===== config.mk =====
export PLATFORM = sky130hd
export DESIGN_NAME = cc1200_tx_sample_fifo
export DESIGN_NICKNAME = d
export VERILOG_FILES = /design/src/rtl/cc1200_pkg.sv /design/src/rtl/cc1200_sample_ram.sv /design/src/rtl/cc1200_tx_sample_fifo.sv
export SDC_FILE = /design/constraint.sdc
export NUM_CORES = 1
export LEC_CHECK = 0
export CORE_UTILIZATION = 40
export CTS_BUF_LIST = sky130_fd_sc_hd__clkbuf_2
export DETAILED_ROUTE_END_ITERATION = 12
export DONT_BUFFER_PORTS = 1
export HOLD_SLACK_MARGIN = 0.02
export PLACE_DENSITY = 0.58
export SLEW_MARGIN = 20
export SYNTH_ARGS = -nofsm -noshare
export SYNTH_HDL_FRONTEND = slang
export SYNTH_SLANG_ARGS = --single-unit

===== constraint.sdc =====
create_clock -name clk -period 4.2 [get_ports clk]
set_clock_uncertainty 0.15 [all_clocks]
set_input_delay 0.84 -clock clk [delete_from_list [all_inputs] [get_ports clk]]
set_output_delay 0.84 -clock clk [all_outputs]
set_load 0.01 [all_outputs]

===== src/rtl/cc1200_pkg.sv =====
// Constants shared by the CC1200 transmit/receive sample paths.
// The transmit FIFO and the receive unpacker both import this package.
package cc1200_pkg;

    localparam int CC1200_SAMPLE_W    = 12;
    localparam int CC1200_PKT_SAMPLES = 8;

endpackage


===== src/rtl/cc1200_sample_ram.sv =====
// Sample storage: register array with one write port and one asynchronous read port.
module cc1200_sample_ram #(
    parameter int DEPTH = 64,
    parameter int DW    = 12
) (
    input  logic                     clk,
    input  logic                     we,
    input  logic [$clog2(DEPTH)-1:0] waddr,
    input  logic [DW-1:0]            wdata,
    input  logic [$clog2(DEPTH)-1:0] raddr,
    output logic [DW-1:0]            rdata
);

    logic [DW-1:0] mem [DEPTH];

    always_ff @(posedge clk) begin
        if (we) mem[waddr] <= wdata;
    end

    assign rdata = mem[raddr];

endmodule


===== src/rtl/cc1200_tx_sample_fifo.sv =====
// Show-ahead staging FIFO for 12-bit TX samples feeding the CC1200 SPI transmit path.
// GetDataEn flags that a whole packet is buffered so a started packet never starves.
module cc1200_tx_sample_fifo
    import cc1200_pkg::*;
#(
    parameter int DEPTH       = 64,
    parameter int DW          = CC1200_SAMPLE_W,
    parameter int PKT_SAMPLES = CC1200_PKT_SAMPLES
) (
    input  logic                   clk,
    input  logic                   rstn,
    input  logic                   Flush,
    input  logic                   WrEn,
    input  logic [DW-1:0]          WrData,
    output logic                   WrReady,
    output logic                   GetDataEn,
    output logic [DW-1:0]          GetData,
    input  logic                   Next_data,
    output logic [$clog2(DEPTH):0] Level,
    output logic                   Overflow,
    output logic                   Underflow
);

    localparam int AW = $clog2(DEPTH);
    localparam int LW = AW + 1;

    logic [AW-1:0] wr_ptr;
    logic [AW-1:0] rd_ptr;
    logic [LW-1:0] level;
    logic          ovf;
    logic          unf;
    logic          full;
    logic          empty;
    logic          push;
    logic          pop;
    logic [DW-1:0] rd_data;

    always_comb begin
        full  = (level == LW'(DEPTH));
        empty = (level == '0);
        push  = WrEn && !full;
        pop   = Next_data && !empty;
    end

    always_ff @(posedge clk or negedge rstn) begin
        if (!rstn) begin
            wr_ptr <= '0;
            rd_ptr <= '0;
            level  <= '0;
            ovf    <= 1'b0;
            unf    <= 1'b0;
        end else if (Flush) begin
            wr_ptr <= '0;
            rd_ptr <= '0;
            level  <= '0;
            ovf    <= 1'b0;
            unf    <= 1'b0;
        end else begin
            if (push) wr_ptr <= wr_ptr + AW'(1);
            if (pop)  rd_ptr <= rd_ptr + AW'(1);
            if (push && !pop)      level <= level + LW'(1);
            else if (pop && !push) level <= level - LW'(1);
            // Full drops the push even when a pop frees a slot this cycle.
            if (WrEn && full)       ovf <= 1'b1;
            if (Next_data && empty) unf <= 1'b1;
        end
    end

    cc1200_sample_ram #(
        .DEPTH (DEPTH),
        .DW    (DW)
    ) u_ram (
        .clk   (clk),
        .we    (push && !Flush),
        .waddr (wr_ptr),
        .wdata (WrData),
        .raddr (rd_ptr),
        .rdata (rd_data)
    );

    assign WrReady   = !full;
    assign GetDataEn = (level >= LW'(PKT_SAMPLES));
    assign GetData   = empty ? '0 : rd_data;
    assign Level     = level;
    assign Overflow  = ovf;
    assign Underflow = unf;

endmodule


Word level (Yosys, flattened, before mapping)

Memory sizes are Yosys's and may differ from the RTL's.
Index checks and enable logic that the tools add are counted.

Register bits: 21
Bits in writable memories: 768
Output and inout port bits: 23
Logic and storage cells: 44
Memories kept: 1

Memory list:

| memory    | depth | bits a word | read ports | clocked after memory_dff | wr ports | line                    | text |
|---|---|---|---|---|---|---|---|
| u_ram.mem | 64    | 12          | 1          | 0                        | 1        | cc1200_sample_ram.sv:14 | `logic [DW-1:0] mem [DEPTH];` |

Add/sub/neg operators: 4
$lt $le $gt $ge: 1
Eq/ne operators: 1
Muxes and demuxes: 14
Reductions and logical operators: 18

Operator list:

| cell                | number |
|---|---|
| $mux 6              | 4 |
| $mux 7              | 3 |
| $add 6x1->6 const B | 2 |
| $mux 12             | 1 |
| $reduce_bool 2->1   | 4 |
| $add 7x1->7 const B | 1 |
| $eq 7x7->1 const B  | 1 |
| $ge 7x4->1 const B  | 1 |
| $logic_and 1x1->1   | 7 |
| $logic_not 7->1     | 1 |
| $sub 7x1->7 const B | 1 |
| $mux 1              | 6 |
| $logic_not 1->1     | 5 |
| $reduce_bool 3->1   | 1 |

Logic depth before layout (Yosys ltp)

Word-level depth: 8
Gate-level depth with buffers: 11
Depth with buffers taken out: 11

Cells and area by module

From an unflattened synthesis, not the netlist that was laid out.

Cells, all modules: 1472
Area, all modules: 31017.2 um2

Modules (own cells, without submodules):

| module                | times used | cells an instance | area each (um2) |
|---|---|---|---|
| cc1200_sample_ram     | 1          | 1327              | 29610.9 |
| cc1200_tx_sample_fifo | 1          | 145               | 1406.3 |

Least setup slack after synthesis

No wires, ideal clock.

Path kind: input port to flip-flop
Start point: input Flush
End point: memory u_ram.mem[48][0] (enable)
Library setup time: 0.413 ns
Arrival time: 2.775 ns
Data required time: 3.637 ns
Slack: 0.862 ns
Stages on the path: 4
Path buffers: 1
Cell sequence: clkbuf_1 nor2_1 nand4b_1 nor4_1

Cells in the longest elaborated chain, start to end: 4

Ends and longest elaborated chain:

| element                      | line                        | text |
|---|---|---|
| from (decl)                  | cc1200_tx_sample_fifo.sv:12 | `input logic Flush,` |
| $logic_not 1->1              | cc1200_tx_sample_fifo.sv:74 | `.we (push && !Flush),` |
| $logic_and 1x1->1            | cc1200_tx_sample_fifo.sv:74 |  |
| $mux 1                       | cc1200_sample_ram.sv:17     | `if (we) mem[waddr] <= wdata;` |
| $mux 1 (not written as such) | cc1200_sample_ram.sv:17     |  |
| to (decl)                    | cc1200_sample_ram.sv:14     |  |

No other way between the ends.

Worst setup path in the final report

Start point: register rd_ptr[0]
End point: output GetData[2]

Cells in the longest elaborated chain, start to end: 2

Ends and longest elaborated chain:

| element                | line                        | text |
|---|---|---|
| from (decl)            | cc1200_tx_sample_fifo.sv:28 | `logic [AW-1:0] rd_ptr;` |
| from (signal assigned) | cc1200_tx_sample_fifo.sv:60 | `if (pop) rd_ptr <= rd_ptr + AW'(1);` |
| $mem_v2 64x12          | -                           |  |
| $mux 12                | cc1200_tx_sample_fifo.sv:83 | `assign GetData = empty ? '0 : rd_data;` |
| to (decl)              | cc1200_tx_sample_fifo.sv:17 | `output logic [DW-1:0] GetData,` |

No other way between the ends.

==> flow_metrics.tcl <==
set metrics [dict create \
    final_common_cell "edfxtp_1" \
    rows 101 \
    rsz0062_at_grt "true" \
    slew_headroom_pct 39.41 \
    startpoint "rd_ptr[0]" \
    cp_cell_sequence "buf_6 > buf_12 > buf_16 > mux4_2 > a22oi_2 > nand2_1 > a32o_2" \
    post-route-drc-count 0 \
    period_share_pct 112.3 \
    cts_buffers 197 \
    max_freq_mhz 211.9 \
    avgSynthCellArea_sq_um 20.31 \
    final-hold-violation-count 0 \
    grt_usage_pct 20.06 \
    mostFrequentLayoutCells "edfxtp_1, clkbuf_2, mux4_2" \
    insertion_delay_ns 1.39 \
    status "finished with violations" \
    hpwl_mm 42.23 \
    netlist-cell-type-count 52 \
    syn_to_final_growth_pct 16.84 \
    grt_max_degree 68 \
    synth_seq_cells 789 \
    ioPinCount 40 \
    endpoint_kind "output pin" \
    routed_wl_mm 76.90 \
    synth_edf_count 768 \
    cpPeakStageDelay_ns 0.56 \
    async_flop_share_pct 2.662 \
    die_area_sq_um 78000 \
    setup_tns_ns -5.625 \
    critPathMaxFanout 8 \
    worst_path_max_delay_cell "dfrtp_4" \
    setup_viol 12 \
    cts_buffer_depth 3 \
    maxCapViolCount 0 \
    drive_gt1_share_pct 37.47 \
    finalWorstSetupSlack_ns -0.5186 \
    netlist.area_leader.share_pct 74.98 \
    dp_slack_ns 0.3783 \
    place.gp.congestion 0.7786 \
    fin_nets 1824 \
    cts.sinks 789 \
    overflow 0 \
    syn_area_sq_um 30760 \
    port_buffers 0 \
    cts-root-buf "clkbuf_2" \
    start_util_pct 40.50 \
    start_kind "register" \
    yosys_most_used_dff "edfxtp_1" \
    leakage_nw 11.73 \
    r2r_start "Level[0]" \
    ys.warnings.count 0 \
    arrival_ns 3.73 \
    netlist_instances 1514 \
    period_needed_ns 4.719 \
    synth_top_area_cell "edfxtp_1" \
    power.density_nw_per_um2 491.5 \
    violations "negative setup slack" \
    synthTopCellsByArea "edfxtp_1, mux4_2, mux2i_1, dfrtp_1, nor2_1" \
    critical_path_class "reg2out" \
    slew_viol_final 0 \
    grt_pass1_wl_mm 112.3 \
    ys_seq_area_share_pct 76.69 \
    hold_path.class "in2reg" \
    wire_per_inst_um 25.81 \
    required_ns 3.21 \
    antenna_found_initial 2 \
    grt_pass1_vias 16660 \
    hold_start "Flush" \
    worstMarginPinSlew_ns 0.9089 \
    first_iter_violations 1338 \
    clk_pin_slew_ns 0.11 \
    dieHeight_um 279.3 \
    vdd_drop_max_mv 0.2903 \
    die_w_um 279.3 \
    cts_tree "built" \
    hold_slack_ns 0.1957 \
    first_pass_iters 7 \
    vias_per_cell 5.464 \
    synthesis.nets 1540 \
    htree_levels 4 \
    ant_nets 0 \
    core-area_sq_um 75950 \
    vias 16280 \
]
[sequential cells by signal, indices dropped and copies added, names as in the netlist]
name	count
u_ram.mem	768
Level	7
rd_ptr	6
wr_ptr	6
Overflow	1
Underflow	1
[cells in the mapped netlist (2+ instances only)]
cell type and instances:
edfxtp_1 768, a32o_1 12, o21ai_0 4, o221ai_1 23
nand3_1 7, ha_1 8, buf_6 4, clkbuf_1 49
mux4_2 145, nand2_1 39, o31ai_1 4, xor2_1 7
nand4_1 4, a21oi_1 30, buf_2 11, nor4_1 2
nor2b_1 6, xnor2_1 6, nor2_1 84, nand3b_1 6
dfrtp_1 21, a211oi_1 36, mux2_4 2, or3_1 2
nor3_1 2, mux2i_1 95, or3_2 6, buf_4 18
a22oi_1 36, a22o_1 12, buf_1 16, or3b_2 4
inv_1 3, o22ai_1 24
[per-stage QoR]
step                cell area [sq um]  utilization [%]  std cells  total power, W
finish                          35930            47.31       2980         0.01766
global route                    35930            47.31       2980         0.01849
CTS                             35670            46.96       2958         0.01780
floorplan                       30760                -       1514         0.01117
global placement                32570            42.89       2557         0.01193
detailed placement              32570            42.89       2557         0.01196
[final cells by class]
type / count / area, sq um
Antenna cell: 7 / 17.52
Clock buffer: 286 / 1431
Clock inverter: 58 / 350.3
Fill cell: 6450 / 40010
Inverter: 4 / 15.01
Multi-Input combinational cell: 623 / 7127
Sequential cell: 789 / 23600
Tap cell: 1030 / 1289
Timing Repair Buffer: 183 / 2108
[timing repair]
item | CTS | global route
cloned | 8 | 0
setup buffers | 14 | 17
pin swaps | 20 | 18
setup endpoints to repair | 12 | 12
hold buffers | 35 | 1
endpoints found under the hold margin | 1309 | 21
resized for setup | 90 | 35
[kinds of logic after synthesis]
group / count (synthesis) / synth area share, %
fa+ha+maj: 9 / 0.3906
mux: 242 / 13.81
flops: 789 / 76.69
buf+inv: 102 / 1.607
compound gates: 188 / 4.544
xor+xnor: 13 / 0.3702
simple gates: 171 / 2.587
[power breakdown]
group | internal [W] | switching, W | total, W | leakage [nW]
logic | 0.00188 | 0.00189 | 0.00377 | 3.20
clock network | 0.00203 | 0.00306 | 0.00509 | 1.35
registers | 0.00869 | 0.000117 | 0.00880 | 7.18
[final timing paths]
kind,end,slack (ns),cells after the start
worst max-delay path,GetData[2],-0.52,7
worst min-delay path,Level[0],0.20,3
worst max register to register,Level[6],0.82,11
worst min register to register,rd_ptr[5],0.43,2
max in group asynchronous,rd_ptr[5],3.17,3
min in group asynchronous,Level[2],0.32,3
[worst max-delay path: cells and delay by family, from the launching register on]
kind                   cells  cell delay (ns)
AOI/OAI and AO/OA          2             0.64
buffers and inverters      3             0.46
DFF                        1             0.56
muxes                      1             0.51
and+or+nand+nor            1             0.16
[layer usage]
metal  vias up  share of wire (%)  GRT usage [%]
li1       6987                  -              -
met1      8595                 45          28.47
met2       612                 47          30.61
met3        89                6.3          4.312
met4         0                1.8          7.199
met5         -                  0              0
Power figures use the tool's default switching activity.
